===== config.mk =====
export PLATFORM = sky130hd
export DESIGN_NAME = comparador_iterativo_id_flat
export DESIGN_NICKNAME = d
export VERILOG_FILES = /design/src/rtl/comparador_iterativo_id_pkg.sv /design/src/rtl/comparador_iterativo_id_if.sv /design/src/rtl/comparador_iterativo_id_celda.sv /design/src/rtl/comparador_iterativo_id.sv /design/src/flat_wrapper.sv
export SDC_FILE = /design/constraint.sdc
export NUM_CORES = 1
export LEC_CHECK = 0
export CAP_MARGIN = 30
export CELL_PAD_IN_SITES_DETAIL_PLACEMENT = 0
export CELL_PAD_IN_SITES_GLOBAL_PLACEMENT = 1
export CORE_ASPECT_RATIO = 0.75
export CORE_MARGIN = 4
export CORE_UTILIZATION = 42
export DETAILED_ROUTE_END_ITERATION = 10
export PLACE_DENSITY_LB_ADDON = 0.1
export SKIP_LAST_GASP = 1
export SLEW_MARGIN = 40
export SYNTH_ARGS = -nofsm -noshare
export SYNTH_HDL_FRONTEND = slang
export SYNTH_HIERARCHICAL = 1
export SYNTH_SLANG_ARGS = --single-unit

===== constraint.sdc =====
create_clock -name clk -period 3.15 [get_ports clk]
set_clock_uncertainty 0.05 [all_clocks]
set_input_delay 0.4725 -clock clk [delete_from_list [all_inputs] [get_ports clk]]
set_output_delay 0.4725 -clock clk [all_outputs]
set_load 0.005 [all_outputs]

===== src/rtl/comparador_iterativo_id_pkg.sv =====
// Shared definitions for the iterative comparator.
// - state_t   : controller states (IDLE, RUN)
// - EQ/GT/LT  : (m,n) encodings of the running comparison state
// - mn_to_flags : maps a final (m,n) state onto {gt, lt, eq}
package comparador_iterativo_id_pkg;

  typedef enum logic {
    IDLE = 1'b0,
    RUN  = 1'b1
  } state_t;

  localparam logic [1:0] EQ = 2'b11;
  localparam logic [1:0] GT = 2'b10;
  localparam logic [1:0] LT = 2'b01;

  // {gt, lt, eq}; 00 cannot occur, so it falls into the eq arm.
  function automatic logic [2:0] mn_to_flags(input logic [1:0] mn);
    logic [2:0] flags;
    case (mn)
      GT:      flags = 3'b100;
      LT:      flags = 3'b010;
      default: flags = 3'b001;
    endcase
    return flags;
  endfunction

endpackage


===== src/rtl/comparador_iterativo_id_if.sv =====
// Handshake/operand bundle of the iterative comparator.
// - start, clear : requests from the master
// - a, b         : operands, sampled on an accepted start
// - ready        : comparator idle
// - done         : one-cycle result strobe
// - gt, lt, eq   : held result flags
interface comparador_iterativo_id_if #(
  parameter int WIDTH = 8
);
  logic             start;
  logic             clear;
  logic [WIDTH-1:0] a;
  logic [WIDTH-1:0] b;
  logic             ready;
  logic             done;
  logic             gt;
  logic             lt;
  logic             eq;

  modport master (output start, clear, a, b, input ready, done, gt, lt, eq);
  modport slave  (input start, clear, a, b, output ready, done, gt, lt, eq);
endinterface


===== src/rtl/comparador_iterativo_id_celda.sv =====
// One-bit comparison cell: advances the running (m,n) state by one bit pair.
// - m_in, n_in   : state so far (11 equal, 10 A greater, 01 A less)
// - a, b         : current bit pair
// - m_out, n_out : updated state; 10 and 01 are absorbing
module celda_comparador (
  input  logic m_in,
  input  logic n_in,
  input  logic a,
  input  logic b,
  output logic m_out,
  output logic n_out
);
  assign m_out = ~n_in | (m_in & (a | ~b));
  assign n_out = ~m_in | (n_in & (~a | b));
endmodule


===== src/rtl/comparador_iterativo_id.sv =====
// Iterative MSB-first magnitude comparator, DIGITS bits per clock.
// - clk, rst_n : clock and asynchronous active-low reset
// - bus        : slave side of comparador_iterativo_id_if (start/clear/a/b in,
//                ready/done/gt/lt/eq out)
// Terminates early as soon as the operands are known to differ.
module comparador_iterativo_id
  import comparador_iterativo_id_pkg::*;
#(
  parameter int WIDTH  = 8,
  parameter int DIGITS = 1,
  parameter bit SIGNED = 1'b0
) (
  input  logic clk,
  input  logic rst_n,
  comparador_iterativo_id_if.slave bus
);

  localparam int CHUNKS = WIDTH / DIGITS;
  localparam int CW     = $clog2(CHUNKS) + 1;

  state_t           state_reg, state_next;
  logic [WIDTH-1:0] a_reg, a_next;
  logic [WIDTH-1:0] b_reg, b_next;
  logic [1:0]       mn_reg, mn_next;
  logic [CW-1:0]    cnt_reg, cnt_next;
  logic             done_reg, done_next;
  logic [2:0]       flags_reg, flags_next;

  logic             first_chunk;
  logic             last_chunk;
  logic [DIGITS:0]  m_chain;
  logic [DIGITS:0]  n_chain;
  logic [1:0]       mn_cells;

  // Operands are shifted left every RUN cycle, so the chunk under test is
  // always the top DIGITS bits of a_reg/b_reg.
  assign first_chunk = (cnt_reg == '0);
  assign last_chunk  = (cnt_reg == CW'(CHUNKS - 1));
  assign m_chain[0]  = mn_reg[1];
  assign n_chain[0]  = mn_reg[0];
  assign mn_cells    = {m_chain[DIGITS], n_chain[DIGITS]};

  genvar gi;
  generate
    for (gi = 0; gi < DIGITS; gi++) begin : g_cell
      logic bit_a;
      logic bit_b;
      if (SIGNED && gi == 0) begin : g_sign
        // Two's-complement: the sign bit weighs negatively, which is the
        // same as comparing it with the operands swapped.
        assign bit_a = first_chunk ? b_reg[WIDTH-1] : a_reg[WIDTH-1];
        assign bit_b = first_chunk ? a_reg[WIDTH-1] : b_reg[WIDTH-1];
      end else begin : g_plain
        assign bit_a = a_reg[WIDTH-1-gi];
        assign bit_b = b_reg[WIDTH-1-gi];
      end
      celda_comparador u_celda (
        .m_in  (m_chain[gi]),
        .n_in  (n_chain[gi]),
        .a     (bit_a),
        .b     (bit_b),
        .m_out (m_chain[gi+1]),
        .n_out (n_chain[gi+1])
      );
    end
  endgenerate

  always_comb begin
    state_next = state_reg;
    a_next     = a_reg;
    b_next     = b_reg;
    mn_next    = mn_reg;
    cnt_next   = cnt_reg;
    done_next  = 1'b0;
    flags_next = flags_reg;
    if (bus.clear) begin
      // Abort wins over start and over a completing chunk; result held.
      state_next = IDLE;
    end else begin
      case (state_reg)
        IDLE: begin
          if (bus.start) begin
            state_next = RUN;
            a_next     = bus.a;
            b_next     = bus.b;
            mn_next    = EQ;
            cnt_next   = '0;
          end
        end
        RUN: begin
          a_next   = a_reg << DIGITS;
          b_next   = b_reg << DIGITS;
          mn_next  = mn_cells;
          cnt_next = cnt_reg + CW'(1);
          if (last_chunk || mn_cells != EQ) begin
            state_next = IDLE;
            done_next  = 1'b1;
            flags_next = mn_to_flags(mn_cells);
          end
        end
        default: state_next = IDLE;
      endcase
    end
  end

  always_ff @(posedge clk or negedge rst_n) begin
    if (!rst_n) begin
      state_reg <= IDLE;
      a_reg     <= '0;
      b_reg     <= '0;
      mn_reg    <= EQ;
      cnt_reg   <= '0;
      done_reg  <= 1'b0;
      flags_reg <= 3'b000;
    end else begin
      state_reg <= state_next;
      a_reg     <= a_next;
      b_reg     <= b_next;
      mn_reg    <= mn_next;
      cnt_reg   <= cnt_next;
      done_reg  <= done_next;
      flags_reg <= flags_next;
    end
  end

  assign bus.ready = (state_reg == IDLE);
  assign bus.done  = done_reg;
  assign bus.gt    = flags_reg[2];
  assign bus.lt    = flags_reg[1];
  assign bus.eq    = flags_reg[0];

endmodule

===== src/flat_wrapper.sv =====
// flat-port wrapper written by rule: the top's interface ports become plain ports
module comparador_iterativo_id_flat import comparador_iterativo_id_pkg::*;
#(
  parameter int WIDTH  = 8,
  parameter int DIGITS = 1,
  parameter bit SIGNED = 1'b0
)
  (clk, rst_n, bus_start, bus_clear, bus_a, bus_b, bus_ready, bus_done, bus_gt, bus_lt, bus_eq);
  comparador_iterativo_id_if #(.WIDTH(WIDTH)) bus_i ();
  input  logic clk;
  input  logic rst_n;
  input wire logic [$bits(bus_i.start)-1:0] bus_start;
  input wire logic [$bits(bus_i.clear)-1:0] bus_clear;
  input wire logic [$bits(bus_i.a)-1:0] bus_a;
  input wire logic [$bits(bus_i.b)-1:0] bus_b;
  output wire logic [$bits(bus_i.ready)-1:0] bus_ready;
  output wire logic [$bits(bus_i.done)-1:0] bus_done;
  output wire logic [$bits(bus_i.gt)-1:0] bus_gt;
  output wire logic [$bits(bus_i.lt)-1:0] bus_lt;
  output wire logic [$bits(bus_i.eq)-1:0] bus_eq;
  assign bus_i.start = bus_start;
  assign bus_i.clear = bus_clear;
  assign bus_i.a = bus_a;
  assign bus_i.b = bus_b;
  assign bus_ready = bus_i.ready;
  assign bus_done = bus_i.done;
  assign bus_gt = bus_i.gt;
  assign bus_lt = bus_i.lt;
  assign bus_eq = bus_i.eq;
  comparador_iterativo_id #(.WIDTH(WIDTH), .DIGITS(DIGITS), .SIGNED(SIGNED)) u_core (.clk(clk), .rst_n(rst_n), .bus(bus_i));
endmodule

==> flow_summary.yaml <==
routing:
  wire_per_inst_um: 13.0
  vias: 904
  antenna_left: 0
  drtIter0Drc: 57
  drc: 0
  dr.pass1.iters: 4
  wl_um: 2380
  vias_per_cell: 4.94
clocking:
  post_cts_buffers: 0
  clk_latency_ns: 0.27
  cts-buffers-inserted: 3
  clock_sinks: 27
  cts_hold_buf: 0
  cts.path.max_buffers: 2
  cts_tree: "yes"
  cts.clk_slew.worst_paths_ns: 0.10
  root_buffer: "clkbuf_8"
  cts.htree.levels: 1
  cts_resized: 0
timing:
  final_max_slew_viol_count: 0
  post-route-period-util_pct: 64.4
  setup-tns-final_ns: 0
  max_slew.worst_pin.slew_ns: 0.653
  finalHoldViolCount: 0
  max_freq_mhz: 493
  grt_setup_unrepaired: "no"
  setup_viol: 0
  fin_crit_ns: 2.03
  maxSlewHeadroom_pct: 56.4
run:
  drv_cap: 0
worst_setup_path:
  critical_path_class: "reg -> out"
  crit_path_max_fanout: 11
  cp-end-kind: "output port"
  crit_path_start_kind: "register"
  cp.arrival_ns: 1.51
  worstPathRequired_ns: 2.63
global_routing:
  grt_usage_pct: 13.5
  antenna_found_initial: 0
  grt_pass1_wl_um: 4320
  grt-ovfl-total: 0
  grt_pass1_vias: 901
  grt_max_degree: 34
yosys:
  synth_largest_area_cell: "dfrtp_1"
  ys_types: 27
  syn_nets: 144
  yosys_register_bits: 27
  ys_seq_area_share_pct: 52.7
  synth_edf_count: 0
  synth_top_area_share_pct: 48.6
  avgSynthCellArea_um2: 10.7
  syn_area_um2: 1290
  synth_most_common_cell: "dfrtp_1"
  synth_common_cells: "dfrtp_1 (25), nand2_1 (19), o21ai_0 (17)"
  yosys-top-cells-area: "dfrtp_1 (49%), mux2i_1 (11%), o21ai_0 (6.6%)"
  postSynth.asyncResetShare_pct: 100
  yosysWarnings: 6
  synth_ff_type: "dfrtp_1"
  synthCells: 120
die:
  io_pins: 25
  die_h_um: 56.0
  dieArea_um2: 4020
  die-width_um: 71.9
  start_util_pct: 43.9
  row_count: 17
  placeableCoreArea_um2: 2940
placement:
  place_hpwl_um: 1760
  io_buffers: 24
  gp_congestion: 0.690
  dpl_cell_area_um2: 1560
pwr:
  max-vdd-ir-drop_uv: 276
  leakagePower_nw: 0.709
  power.density_nw_per_um2: 605
final_layout:
  area_delta_synth_final_pct: 25.3
  antenna_cells: 0
  fin_util_pct: 54.9
  final_nets: 170
  final_cell_area_um2: 1610
  drive_above_1_share_pct: 9.66
outcome:
  status: "finished clean"
worst_hold_path:
  min_path_type: "reg -> reg"
## kinds of logic (layout without fill, tap and decap cells)
logic type	Yosys count	in the layout	share of synthesized area [%]
adder cells (fa/ha/maj)	4	4	3.89
AND/OR/NAND/NOR	33	33	12.3
AO/OA/AOI/OAI	30	30	13.8
multiplexers	17	17	13.5
flip-flops	27	27	52.7
buffers and inverters	9	34	3.79
## cells in the final DEF, fill, tap and decap left out, types with 4 or more instances in the layout
| cell type | n |
|---|---|
| mux2i_1 | 14 |
| clkdlybuf4s50_1 | 24 |
| nand2_1 | 19 |
| inv_1 | 4 |
| ha_1 | 4 |
| dfrtp_1 | 25 |
| nor2b_1 | 5 |
| o21ai_0 | 17 |
## per-stage QoR
stage | worst slack (ns) | hold slack, ns | total power [mW] | cells
6_report | 1.12 | 0.438 | 0.976 | 183
3_5_place_dp | 1.14 | 0.420 | 0.790 | 179
3_3_place_gp | 0.916 | 0.411 | 0.779 | 179
4_1_cts | 1.09 | 0.442 | 0.989 | 183
2_1_floorplan | 1.54 | 0.127 | 0.667 | 120
5_1_grt | 1.01 | 0.480 | 1.05 | 183
## area by class of cell
cell class,count,area [um2]
repair buffers,26,255
fillers,274,1320
multi-input cells,84,568
clock inverters,1,7.51
clock buffers,3,41.3
flip-flops and latches,27,678
well taps,38,47.5
inverters,4,15.0
## path summary, 6_finish.rpt
| kind | from | endpoint | slack [ns] | depth (start not counted) |
|---|---|---|---|---|
| max reg2reg | u_core/a_reg[7]$_DFFE_PN0P_ | u_core/flags_reg[0]$_DFFE_PN0P_ | 1.40 | 5 |
| min in group asynchronous | rst_n | u_core/a_reg[7]$_DFFE_PN0P_ | 0.51 | 2 |
| min reg2reg | u_core/b_reg[3]$_DFFE_PN0P_ | u_core/b_reg[3]$_DFFE_PN0P_ | 0.44 | 2 |
| min | u_core/b_reg[3]$_DFFE_PN0P_ | u_core/b_reg[3]$_DFFE_PN0P_ | 0.44 | 2 |
| max | u_core/state_reg$_DFF_PN0_ | bus_ready | 1.12 | 2 |
| max in group asynchronous | rst_n | u_core/mn_reg[0]$_DFFE_PN1P_ | 2.23 | 2 |
## worst max-delay path, stage by stage (launching register included)
cell	delay (ns)
dfrtp_1	0.66
inv_1	0.11
clkdlybuf4s50_1	0.46
## layer usage
| layer | vias to the layer above | share of wire, % | global-route usage, % |
|---|---|---|---|
| met2 | 17 | 41 | 18.6 |
| met3 | 2 | 5.0 | 4.15 |
| met5 | - | 0 | 0 |
| li1 | 459 | - | - |
| met1 | 426 | 53 | 20.8 |
| met4 | 0 | 0.50 | 2.41 |
## report_power, final
group | internal (mW) | switching [mW] | total [mW] | leakage [nW]
Combinational | 0.158 | 0.121 | 0.279 | 0.350
Sequential | 0.438 | 0.0615 | 0.499 | 0.338
Clock | 0.0897 | 0.108 | 0.197 | 0.0217
Total | 0.685 | 0.290 | 0.976 | 0.709
No activity file was read; power rests on OpenSTA's default activity.
